**config.mk**
```make
export PLATFORM = sky130hd
export DESIGN_NAME = pc_sequencer_flat
export DESIGN_NICKNAME = d
export VERILOG_FILES = /design/src/rtl/pc_pkg.sv /design/src/rtl/pc_sequencer_if.sv /design/src/rtl/pc_ras.sv /design/src/rtl/pc_sequencer.sv /design/src/flat_wrapper.sv
export SDC_FILE = /design/constraint.sdc
export NUM_CORES = 1
export LEC_CHECK = 0
export BUFFER_PORTS_ARGS = -buffer_cell sky130_fd_sc_hd__buf_2
export CAP_MARGIN = 40
export CORE_MARGIN = 2
export CORE_UTILIZATION = 32
export DETAILED_ROUTE_END_ITERATION = 8
export SLEW_MARGIN = 0
export SYNTH_ARGS = -nofsm -noshare
export SYNTH_HDL_FRONTEND = slang
export SYNTH_SLANG_ARGS = --single-unit
```
**constraint.sdc**
```tcl
create_clock -name clk -period 3.07 [get_ports clk]
set_input_delay 0.4605 -clock clk [delete_from_list [all_inputs] [get_ports clk]]
set_output_delay 0.4605 -clock clk [all_outputs]
set_load 0.005 [all_outputs]
```
**src/rtl/pc_pkg.sv**
```systemverilog
// Shared definitions for the program-counter sequencer: next-PC source
// encodings and the bit positions of the sticky return-stack error flags.
package pc_pkg;

  localparam int PCS_W = 3;

  typedef enum logic [PCS_W-1:0] {
    PCS_INC   = 3'b000,  // pc + 1
    PCS_PAGE  = 3'b001,  // keep page bits, replace offset with ir
    PCS_ABS   = 3'b010,  // absolute jump to a_val
    PCS_CALL  = 3'b011,  // jump to a_val, push pc + 1
    PCS_RET   = 3'b100,  // pop return address
    PCS_REL   = 3'b101,  // pc + 1 + signed ir offset
    PCS_HOLD6 = 3'b110,  // hold, no side effects
    PCS_HOLD7 = 3'b111   // hold, no side effects
  } pc_src_e;

  // Sticky error flag vector layout
  localparam int ERR_OVF = 0;
  localparam int ERR_UNF = 1;
  localparam int ERR_W   = 2;

endpackage

```
**src/rtl/pc_sequencer_if.sv**
```systemverilog
// Control/datapath bundle between the instruction decoder and the PC
// sequencer. The master side drives the update controls and operands, the
// slave side (the sequencer) returns the PC and return-stack status.
interface pc_sequencer_if
  import pc_pkg::*;
#(
  parameter int WIDTH     = 16,
  parameter int RAS_DEPTH = 4
);

  localparam int CNT_W = $clog2(RAS_DEPTH) + 1;

  logic             stall;
  logic             pc_write;
  logic             beq_cond;
  logic             bne_cond;
  logic             zero;
  logic [PCS_W-1:0] pc_source;
  logic [WIDTH-1:0] ir;
  logic [WIDTH-1:0] a_val;
  logic             err_clr;
  logic [WIDTH-1:0] pc;
  logic [CNT_W-1:0] ras_count;
  logic             ras_ovf;
  logic             ras_unf;

  modport master (
    output stall, pc_write, beq_cond, bne_cond, zero, pc_source, ir, a_val, err_clr,
    input  pc, ras_count, ras_ovf, ras_unf
  );

  modport slave (
    input  stall, pc_write, beq_cond, bne_cond, zero, pc_source, ir, a_val, err_clr,
    output pc, ras_count, ras_ovf, ras_unf
  );

endinterface

```
**src/rtl/pc_ras.sv**
```systemverilog
// Return-address stack: circular LIFO. A push while full overwrites the
// oldest entry (the write pointer already points at it when full), so the
// newest DEPTH return addresses are always retained.
module pc_ras #(
  parameter int WIDTH = 16,
  parameter int DEPTH = 4
) (
  input  logic                       clk,
  input  logic                       reset,
  input  logic                       push_i,
  input  logic                       pop_i,
  input  logic [WIDTH-1:0]           data_i,
  output logic [WIDTH-1:0]           top_o,
  output logic [$clog2(DEPTH):0]     count_o,
  output logic                       full_o,
  output logic                       empty_o
);

  localparam int PTR_W = $clog2(DEPTH);
  localparam int CNT_W = PTR_W + 1;

  logic [WIDTH-1:0] mem_q [DEPTH];
  logic [PTR_W-1:0] wr_ptr_q, wr_ptr_d;
  logic [CNT_W-1:0] count_q, count_d;
  logic             do_pop;

  assign full_o  = (count_q == CNT_W'(DEPTH));
  assign empty_o = (count_q == '0);
  assign do_pop  = pop_i & ~push_i & ~empty_o;

  // Newest entry sits just below the write pointer (wraps modulo DEPTH)
  assign top_o   = mem_q[wr_ptr_q - PTR_W'(1)];
  assign count_o = count_q;

  // Pointer and occupancy next-state; occupancy saturates at DEPTH
  always_comb begin
    wr_ptr_d = wr_ptr_q;
    count_d  = count_q;
    if (push_i) begin
      wr_ptr_d = wr_ptr_q + PTR_W'(1);
      if (!full_o) begin
        count_d = count_q + CNT_W'(1);
      end
    end else if (do_pop) begin
      wr_ptr_d = wr_ptr_q - PTR_W'(1);
      count_d  = count_q - CNT_W'(1);
    end
  end

  // Control state: pointer and count, cleared by reset
  always_ff @(posedge clk or negedge reset) begin
    if (!reset) begin
      wr_ptr_q <= '0;
      count_q  <= '0;
    end else begin
      wr_ptr_q <= wr_ptr_d;
      count_q  <= count_d;
    end
  end

  // Entry storage; contents are don't-care after reset
  always_ff @(posedge clk) begin
    if (push_i) begin
      mem_q[wr_ptr_q] <= data_i;
    end
  end

endmodule

```
**src/rtl/pc_sequencer.sv**
```systemverilog
// Program-counter sequencer: selects the next PC from increment, page
// branch, absolute, call, return and relative sources, gated by a
// stall-aware update condition, and tracks return-stack error flags.
module pc_sequencer
  import pc_pkg::*;
#(
  parameter int               WIDTH        = 16,
  parameter int               PAGE_W       = 12,
  parameter int               RAS_DEPTH    = 4,
  parameter logic [WIDTH-1:0] RESET_VECTOR = '0
) (
  input  logic          clk,
  input  logic          reset,
  pc_sequencer_if.slave bus
);

  localparam int CNT_W = $clog2(RAS_DEPTH) + 1;

  pc_src_e          src;
  logic             upd;
  logic [WIDTH-1:0] pc_q, pc_d;
  logic [WIDTH-1:0] pc_inc;
  logic [WIDTH-1:0] pc_page;
  logic [WIDTH-1:0] rel_off;
  logic [WIDTH-1:0] pc_rel;
  logic [WIDTH-1:0] ras_top;
  logic [CNT_W-1:0] ras_count;
  logic             ras_push, ras_pop;
  logic             ras_full, ras_empty;
  logic             set_ovf, set_unf;
  logic [ERR_W-1:0] err_q, err_d;
  logic             unused_ir_hi;

  assign src = pc_src_e'(bus.pc_source);

  // Stall overrides every update source; branch enables are qualified by zero
  assign upd = ~bus.stall &
               (bus.pc_write | (bus.beq_cond & bus.zero) | (bus.bne_cond & ~bus.zero));

  // Candidate targets; all sums wrap modulo 2^WIDTH
  assign pc_inc  = pc_q + WIDTH'(1);
  assign pc_page = {pc_q[WIDTH-1:PAGE_W], bus.ir[PAGE_W-1:0]};
  assign rel_off = {{(WIDTH-PAGE_W){bus.ir[PAGE_W-1]}}, bus.ir[PAGE_W-1:0]};
  assign pc_rel  = pc_inc + rel_off;

  // Only the offset field of ir is meaningful here
  assign unused_ir_hi = ^bus.ir[WIDTH-1:PAGE_W];

  // Next-PC mux and return-stack requests; nothing moves unless upd
  always_comb begin
    pc_d     = pc_q;
    ras_push = 1'b0;
    ras_pop  = 1'b0;
    set_ovf  = 1'b0;
    set_unf  = 1'b0;
    if (upd) begin
      case (src)
        PCS_INC:  pc_d = pc_inc;
        PCS_PAGE: pc_d = pc_page;
        PCS_ABS:  pc_d = bus.a_val;
        PCS_CALL: begin
          pc_d     = bus.a_val;
          ras_push = 1'b1;
          set_ovf  = ras_full;
        end
        PCS_RET: begin
          if (ras_empty) begin
            set_unf = 1'b1;
          end else begin
            pc_d    = ras_top;
            ras_pop = 1'b1;
          end
        end
        PCS_REL:  pc_d = pc_rel;
        default:  pc_d = pc_q;
      endcase
    end
  end

  // Sticky flags: err_clr works even while stalled, a same-cycle set wins
  always_comb begin
    err_d = err_q;
    if (bus.err_clr) begin
      err_d = '0;
    end
    if (set_ovf) begin
      err_d[ERR_OVF] = 1'b1;
    end
    if (set_unf) begin
      err_d[ERR_UNF] = 1'b1;
    end
  end

  // PC and error-flag registers
  always_ff @(posedge clk or negedge reset) begin
    if (!reset) begin
      pc_q  <= RESET_VECTOR;
      err_q <= '0;
    end else begin
      pc_q  <= pc_d;
      err_q <= err_d;
    end
  end

  pc_ras #(
    .WIDTH (WIDTH),
    .DEPTH (RAS_DEPTH)
  ) u_ras (
    .clk     (clk),
    .reset   (reset),
    .push_i  (ras_push),
    .pop_i   (ras_pop),
    .data_i  (pc_inc),
    .top_o   (ras_top),
    .count_o (ras_count),
    .full_o  (ras_full),
    .empty_o (ras_empty)
  );

  assign bus.pc        = pc_q;
  assign bus.ras_count = ras_count;
  assign bus.ras_ovf   = err_q[ERR_OVF];
  assign bus.ras_unf   = err_q[ERR_UNF];

endmodule

```
**src/flat_wrapper.sv**
```systemverilog
// flat-port wrapper written by rule: the top's interface ports become plain ports
module pc_sequencer_flat import pc_pkg::*;
#(
  parameter int               WIDTH        = 16,
  parameter int               PAGE_W       = 12,
  parameter int               RAS_DEPTH    = 4,
  parameter logic [WIDTH-1:0] RESET_VECTOR = '0
)
  (clk, reset, bus_stall, bus_pc_write, bus_beq_cond, bus_bne_cond, bus_zero, bus_pc_source, bus_ir, bus_a_val, bus_err_clr, bus_pc, bus_ras_count, bus_ras_ovf, bus_ras_unf);
  pc_sequencer_if #(.WIDTH(WIDTH), .RAS_DEPTH(RAS_DEPTH)) bus_i ();
  input  logic clk;
  input  logic reset;
  input wire logic [$bits(bus_i.stall)-1:0] bus_stall;
  input wire logic [$bits(bus_i.pc_write)-1:0] bus_pc_write;
  input wire logic [$bits(bus_i.beq_cond)-1:0] bus_beq_cond;
  input wire logic [$bits(bus_i.bne_cond)-1:0] bus_bne_cond;
  input wire logic [$bits(bus_i.zero)-1:0] bus_zero;
  input wire logic [$bits(bus_i.pc_source)-1:0] bus_pc_source;
  input wire logic [$bits(bus_i.ir)-1:0] bus_ir;
  input wire logic [$bits(bus_i.a_val)-1:0] bus_a_val;
  input wire logic [$bits(bus_i.err_clr)-1:0] bus_err_clr;
  output wire logic [$bits(bus_i.pc)-1:0] bus_pc;
  output wire logic [$bits(bus_i.ras_count)-1:0] bus_ras_count;
  output wire logic [$bits(bus_i.ras_ovf)-1:0] bus_ras_ovf;
  output wire logic [$bits(bus_i.ras_unf)-1:0] bus_ras_unf;
  assign bus_i.stall = bus_stall;
  assign bus_i.pc_write = bus_pc_write;
  assign bus_i.beq_cond = bus_beq_cond;
  assign bus_i.bne_cond = bus_bne_cond;
  assign bus_i.zero = bus_zero;
  assign bus_i.pc_source = bus_pc_source;
  assign bus_i.ir = bus_ir;
  assign bus_i.a_val = bus_a_val;
  assign bus_i.err_clr = bus_err_clr;
  assign bus_pc = bus_i.pc;
  assign bus_ras_count = bus_i.ras_count;
  assign bus_ras_ovf = bus_i.ras_ovf;
  assign bus_ras_unf = bus_i.ras_unf;
  pc_sequencer #(.WIDTH(WIDTH), .PAGE_W(PAGE_W), .RAS_DEPTH(RAS_DEPTH), .RESET_VECTOR(RESET_VECTOR)) u_core (.clk(clk), .reset(reset), .bus(bus_i));
endmodule
```
Yosys cells after proc, flatten, opt, wreduce, memory -nomap -nowiden
Memory sizes are Yosys's and may differ from the RTL's.
Cells that the tools add are included.
Widths: inputs -> output; s select.
{ "classes": {"n_mux": 22, "n_reduce_logical": 11, "bitwise_logic": 12, "n_addsub": 6, "eq_ne": 8} }
{ "op_table": {"columns": ["cell", "count"], "rows": [
  ["$pmux 16 s5", 1],
  ["$add 16x1->16 const B", 1],
  ["$add 16x16->16", 1],
  ["$mux 16", 1],
  ["$mux 1", 14],
  ["$eq 3x3->1 const B", 3],
  ["$mux 3", 3],
  ["$eq 3x2->1 const B", 2],
  ["$logic_not 3->1", 2],
  ["$mux 2", 3],
  ["$reduce_bool 2->1", 3],
  ["$and 1x1->1", 5],
  ["$not 1->1", 5],
  ["$reduce_bool 5->1", 1],
  ["$ne 2x2->1 const B", 2],
  ["$reduce_and 4->1", 1],
  ["$reduce_bool 4->1", 1],
  ["$add 3x1->3 const B", 1],
  ["$eq 3x1->1 const B", 1],
  ["$reduce_and 3->1", 1],
  ["$sub 3x1->3 const B", 1],
  ["$add 2x1->2 const B", 1],
  ["$or 1x1->1", 2],
  ["$reduce_and 2->1", 1],
  ["2 further kinds", 2]
]} }
{ "word_totals": {"ram_bits": 64, "in_bits": 43, "wordCells": 66, "output_inout_bits": 21, "register_bits": 23, "n_memories": 1} }
{ "mem_list": {"columns": ["memory", "words", "word_bits", "rd", "rd_ports_with_merged_regs", "wr", "line_no", "rtl"], "rows": [
  ["u_core.u_ras.mem_q", 4, 16, 1, 0, 1, "pc_ras.sv:22", "logic [WIDTH-1:0] mem_q [DEPTH];"]
]} }

Longest topological paths before layout
Gate-level depths: netlist (run 1).
{ "logic_depth": {"word_depth": 10, "mapped_depth": 12, "ltp_nobuf": 11} }

Hierarchy
Synthesis (run 1) repeated with hierarchy kept, for this count alone.
{ "unflattened": {"cells_unflattened": 434, "hier_area_um2": 5139.9} }
{ "modules_own_cells": {"columns": ["module", "seq_area_each_um2", "cells_each", "area_each_um2", "instances"], "rows": [
  ["pc_ras", 2047.0, 128, 2731.4, 1],
  ["pc_sequencer", 450.4, 306, 2408.6, 1]
]} }

Least setup slack after synthesis (run 1)
No wires, ideal clock.
{ "synth_timing": {"path_type": "reg2reg", "from": "reg u_core.pc_q[3], in the netlist u_core.bus.pc[3]", "to": "reg u_core.pc_q[14], in the netlist u_core.bus.pc[14]", "t_required_ns": 2.937, "setup_time_ns": 0.133, "synth_period_minus_slack_ns": 2.905, "path_slack_ns": 0.165, "path_stages_with_launch": 13, "path_buffers": 1, "arrival_ns": 2.772, "path_cell_list": "dfrtp_1 -> buf_4 -> nand4_2 -> nor2_1 -> and3_1 -> xor2_1 -> ha_1 -> and3_1 -> a22oi_1 -> o31ai_4 -> a221oi_2 -> xor2_1 -> o22ai_1"} }
{ "synth_between": {"elab_chain_cells": 3} }
{ "synth_lines": {"columns": ["item", "line_no", "rtl"], "rows": [
  ["start, declared", "pc_sequencer.sv:21", "logic [WIDTH-1:0] pc_q, pc_d;"],
  ["start signal, assigned", "pc_sequencer.sv:100", "pc_q <= pc_d;"],
  ["$add 16x1->16", "pc_sequencer.sv:41", "assign pc_inc = pc_q + WIDTH'(1);"],
  ["net u_core.pc_inc[9]", "pc_sequencer.sv:22", "logic [WIDTH-1:0] pc_inc;"],
  ["$add 16x16->16", "pc_sequencer.sv:44", "assign pc_rel = pc_inc + rel_off;"],
  ["$pmux 16 s5", "pc_sequencer.sv:57", "case (src)"]
]} }
The timed path passes the listed nets, and every way through them passes these cells.
A chain may end at the register's enable or synchronous reset.

Worst setup path in the final report (run 1)
{ "layout_timing": {"from": "reg u_core.pc_q[2], in the netlist u_core.bus.pc[2]", "to": "reg u_core.pc_q[15], in the netlist u_core.bus.pc[15]"} }
The elaborated chain is that of the path after synthesis.

==> impl_metrics.yaml, run 1 <==
logic_synthesis:
  synth_ff_type: "edfxtp_1"
  yosysMostFrequentCell: "edfxtp_1"
  yosysSeqAreaShare_pct: 48.2
  ys_warn_count: 0
  synth_cell_types: 65
  synth_top_cells_by_count: "edfxtp_1, a21oi_1, nand2_1, nor2_1, dfrtp_1"
  synth_area_mm2: 0.00518
  synth_top_cell_area_share_pct: 37.1
  postSynthCellCount: 446
  syn_nets: 513
  synth-edff-count: 64
  avgSynthCellArea_um2: 11.6
  yosysTopAreaCell: "edfxtp_1"
  ys_ff_latch: 87
  synth_area_leaders: "edfxtp_1, dfrtp_1, mux4_2"
  async_flop_share_pct: 26.4
timing:
  fin_ws_ps: 88.2
  max_freq_mhz: 335
  rsz0062_at_grt: "false"
  relSlewSlack_pct: 57.1
  worstMarginPinSlew_ps: 644
  period_share_pct: 97.1
  slew_violations: 0
  finalSetupViolCount: 0
  hold_viol: 0
  tns_ps: 0
  holdWs_ps: 127
  period_minus_slack_ps: 2980
  finClkSkew_ps: 8.66
routing:
  antenna_left: 0
  vias: 4145
  dr.pass1.iters: 5
  wire_per_inst_um: 19.9
  drc_errors: 0
  vias_per_cell: 5.47
  drtIter0Drc: 589
  routed_wl_mm: 15.0
global_route:
  overflow: 0
  grt_pass1_wl_mm: 23.6
  grt_pass1_vias: 4137
  grt_antenna_before_repair: 0
  grt_usage_pct: 17.9
  grt_max_degree: 31
clock_tree:
  cts_buffers: 9
  ctsHtreeMaxLevel: 3
  cts_buffer_depth: 2
  root_buffer: "clkbuf_16"
  cts_setup_buffers: 0
  clk_latency_ps: 350
  cts_tree: "built"
  clock-sinks: 87
  clk_pin_slew_ps: 70
setup_path:
  arrival_ps: 3240
  critPathRequiredTime_ps: 3320
  crit_path_end_kind: "flip-flop"
  critPathMaxFanout: 8
  criticalPathCategory: "flip-flop to flip-flop"
  crit_path_start: "u_core.bus.pc[2]"
  startpoint_type: "flip-flop"
  timing.rr.start: "u_core.bus.pc[2]"
power:
  power.density_mw_per_mm2: 813
  power.total_mw: 5.22
  leakage_nw: 2.50
  vdd_drop_max_mv: 0.285
placed_design:
  dp_hpwl_mm: 11.0
  portBuffers: 59
  dp_slack_ps: -6.37
  routabilityCongestion: 0.880
layout:
  drive_gt1_share_pct: 31.7
  n_antenna_cell: 0
  syn_to_final_growth_pct: 24.0
  final_core_util_pct: 40.6
  nets: 604
  nFillCells: 1520
die:
  core-area_mm2: 0.0158
  die_w_um: 131
  die_area_mm2: 0.0172
  initial_core_util_pct: 32.7
  rows: 46
  die_h_um: 131
  pin_count: 64
job:
  max_cap_violations: 0
worst_hold_path:
  timing.hold.worst.class: "primary input to asynchronous set/reset pin"
status:
  outcome: "completed"
-- path summary, 6_finish.rpt --
| kind | endpoint | slack, ps | cells past startpoint |
|---|---|---|---|
| setup / recovery | u_core.bus.pc[15] | 90 | 11 |
| hold / removal | u_core.bus.pc[5] | 130 | 1 |
| setup reg to reg | u_core.bus.pc[15] | 90 | 11 |
| hold reg to reg | u_core.err_q[1] | 490 | 2 |
| max in group asynchronous | u_core.bus.pc[10] | 2470 | 1 |
| min in group clk | u_core.err_q[0] | 320 | 2 |
-- stage by stage --
stage / cell area, um2 / std cells
after floorplan: 5180 / 446
after global placement: 6000 / 742
after detailed placement: 6000 / 742
after CTS: 6300 / 758
after global routing: 6420 / 758
final: 6420 / 758
-- registers in the layout, indices dropped and copies added, names as in the netlist --
name,count
u_core.u_ras.count_o,3
u_core.bus.pc,16
u_core.u_ras.wr_ptr_q,2
u_core.err_q,2
u_core.u_ras.mem_q,64
-- report_power, final --
group / internal, mW / total [mW] / switching (mW)
combinational: 1.15 / 2.45 / 1.30
sequential: 1.50 / 1.69 / 0.191
clock: 0.569 / 1.08 / 0.512
-- what timing repair did --
action                                  4_1_cts  5_1_grt
pin swaps                                     0        1
endpoints found under the setup margin        2        5
gates resized for setup                       2       26
hold buffers                                  0        0
-- logic make-up after synthesis --
family / synth area share (%)
xor gates and xnor gates: 4.37
AOI/OAI and AO/OA: 16.8
muxes: 9.04
buffers and inverters: 3.41
adders and majority gates: 6.09
and+or+nand+nor: 12.0
DFF: 48.2
-- cells in the final DEF (no fill, tap or decap), types with 3 or more instances in the layout --
master,Yosys,layout
and2_1,6,6
inv_8,0,3
xor2_1,16,11
clkinvlp_4,0,3
o221ai_1,3,3
buf_4,1,37
and3_1,10,9
o21ai_1,16,16
clkbuf_16,0,9
a22oi_1,6,5
xor2_2,1,6
a211oi_1,3,3
a21oi_1,34,33
nand4_1,5,5
o211ai_1,5,5
edfxtp_1,64,64
mux4_2,19,19
a21o_1,11,11
nor2_1,27,24
nand2_1,27,27
mux2i_1,4,4
buf_2,8,59
o22ai_1,7,7
buf_12,0,4
a31oi_1,5,5
ha_1,22,17
nand2b_1,8,8
o21ai_0,14,14
dfrtp_1,23,21
o21a_1,5,5
ha_2,0,3
nand3_1,9,7
nor3_1,11,11
xnor2_1,8,6
inv_1,18,18
-- layout make-up --
type,count,area (um2),share of cell area (%)
clock buffers,9,225,3.51
multi-input cells,320,2640,41.0
repair buffers,100,653,10.2
clock inverters,7,65.1,1.01
flip-flops and latches,87,2500,38.9
inverters,19,71.3,1.11
well taps,216,270,4.21
-- critical path, stage by stage, from the launching register on --
cell       delay, ps
dfrtp_2          470
and4_4           270
nand3_1          150
nor2_2           210
xor2_1           130
ha_2             430
a21oi_1          110
a21o_1           200
o211ai_1         310
a31oi_4           80
or4_1            420
o2111ai_1        100
-- routing by layer --
| metal | wire, um | vias to the layer above | GRT usage, % |
|---|---|---|---|
| met3 | 1080 | 18 | 4.05 |
| li1 | - | 1886 | - |
| met1 | 6550 | 2085 | 24.0 |
| met5 | 0 | - | 0 |
| met4 | 220 | 0 | 4.71 |
| met2 | 7200 | 156 | 29.2 |
(Power assumes the default switching activity.)
==> run 2, diff against run 1 <==
Settings changed: CORE_UTILIZATION 32 to 53, PLACE_DENSITY set to 0.77.
==> impl_metrics.yaml, run 2 (synthesis results as in run 1) <==
layout:
  syn_to_final_growth_pct: 19.2
  multi_input_area_mm2: 0.00261
  largest_reg_flops: 64
  n_antenna_cell: 0
  top_register: "u_core.u_ras.mem_q"
  drive_gt1_share_pct: 31.0
  nFillCells: 757
  final_common_cell: "edfxtp_1"
  area.sequential_mm2: 0.00250
  most-common-layout-cells: "edfxtp_1, buf_2, buf_4, a21oi_1, nand2_1"
  nets: 607
clock_tree:
  cts_buffers: 9
  cts_tree: "built"
  clock-sinks: 87
  clk_pin_slew_ps: 110
  ctsHoldBuffers: 0
  cts_buffer_depth: 2
  root_buffer: "clkbuf_8"
  clk_latency_ps: 370
  ctsHtreeMaxLevel: 3
setup_path:
  crit_path_end_kind: "flip-flop"
  cp_top_family: "simple AND/OR/NAND/NOR gates"
  r2r_slack_ps: 90
  crit_chain: "and4_1 -> and3_1 -> and2_1 -> xor2_2 -> ha_2 -> o21ai_0 -> a21o_1 -> o211ai_1 -> a31oi_4 -> or4_1 -> o2111ai_1"
  arrival_ps: 3270
  crit_buf_inv: 0
  critPathRequiredTime_ps: 3360
  max_stage_delay_ps: 480
  crit_slowest_cell: "dfrtp_1"
  startpoint_type: "flip-flop"
  critPathMaxFanout: 7
  criticalPathCategory: "flip-flop to flip-flop"
placed_design:
  routabilityCongestion: 0.922
  dp_hpwl_mm: 9.63
  portBuffers: 59
  dp_slack_ps: 22.0
power:
  power.internal_mw: 2.98
  power.total_mw: 4.94
  p_sw_share_pct: 39.6
  pwr-share-comb_pct: 50.1
  switching_power_mw: 1.96
  vdd_drop_max_mv: 0.353
  leakage_nw: 2.48
  power.density_mw_per_mm2: 800
  power.clock.fraction_pct: 16.0
  power_frac_seq_pct: 33.9
timing:
  worstMarginPinSlew_ps: 628
  rsz0062_at_grt: "true"
  fin_ws_ps: 89.5
  finalSetupViolCount: 0
  finClkSkew_ps: 17.8
  period_share_pct: 97.1
  relSlewSlack_pct: 58.1
  period_minus_slack_ps: 2980
  max_freq_mhz: 336
  hold_viol: 0
  slew_violations: 0
die:
  die_w_um: 103
  rows: 36
  pin_count: 64
  initial_core_util_pct: 53.7
  core-area_mm2: 0.00964
  die_area_mm2: 0.0106
  die_h_um: 103
global_route:
  grt_pass1_vias: 3899
  grt_antenna_before_repair: 0
  grt_max_degree: 28
  grt_pass1_wl_mm: 20.3
  grt_usage_pct: 25.7
  overflow: 0
routing:
  vias_per_cell: 6.08
  drc_errors: 0
  wire_per_inst_um: 19.5
  dr.pass1.iters: 5
  antenna_left: 0
  vias: 4123
  drtIter0Drc: 277
  routed_wl_mm: 13.2
status:
  outcome: "completed"
worst_hold_path:
  timing.hold.worst.class: "primary input to asynchronous set/reset pin"
job:
  max_cap_violations: 0
[run 2: cell types whose count changed in the layout (fill, tap and decap cells not counted), moves of 2 or more]
cell        change
clkbuf_16       -9
clkinvlp_4      -3
buf_4           +7
clkinv_4        +2
buf_12          -4
clkbuf_8        +9
[run 2: path summary, 6_finish.rpt]
| kind | cells after the start | end | from |
|---|---|---|---|
| worst max-delay path | 11 | u_core.bus.pc[15] | u_core.bus.pc[8] |
| worst min-delay path | 1 | u_core.bus.pc[13] | reset |
| worst max register to register | 11 | u_core.bus.pc[15] | u_core.bus.pc[8] |
| worst min register to register | 2 | u_core.err_q[1] | u_core.err_q[1] |
| max in group asynchronous | 1 | u_core.bus.pc[10] | reset |
| min in group clk | 2 | u_core.err_q[0] | bus_err_clr |
[run 2: routing by layer]
metal | GRT usage (%) | wire length (um) | vias up
met5 | 0 | 0 | -
met4 | 10.7 | 384 | 0
met3 | 5.08 | 908 | 35
met2 | 41.6 | 6580 | 176
met1 | 34.2 | 5380 | 2012
li1 | - | - | 1900
[run 2: final cells by class]
class                           instances  share of cell area, %
Timing Repair Buffer                  103                   10.1
Tap cell                              133                   2.70
Clock buffer                            9                   2.01
Sequential cell                        87                   40.5
Inverter                               19                   1.16
Clock inverter                          7                   1.24
Multi-Input combinational cell        320                   42.3
[run 2: stage by stage]
stage	setup TNS [ps]	hold slack, ps	cell area [um2]	cells	util (%)
2_1_floorplan	0	165	5180	446	-
4_1_cts	0	83.5	6040	674	62.7
3_3_place_gp	0	465	5840	658	60.5
6_report	0	77.7	6170	678	64.0
5_1_grt	-30.5	105	6170	678	64.0
3_5_place_dp	0	480	5840	658	60.5
[run 2: power by group through the flow]
stage / clock network, mW / logic, mW / registers (mW)
after CTS: 0.809 / 2.37 / 1.66
final: 0.792 / 2.47 / 1.67
after detailed placement: 0 / 2.35 / 1.68
after floorplan: 0 / 1.56 / 1.68
after global placement: 0 / 2.28 / 1.67
after global routing: 0.848 / 2.69 / 1.69
[run 2: what timing repair did]
action	4_1_cts	5_1_grt
pin swaps	0	5
resized for setup	1	18
setup buffers	0	4
endpoints found under the setup margin	1	8
endpoints found under the hold margin	0	0
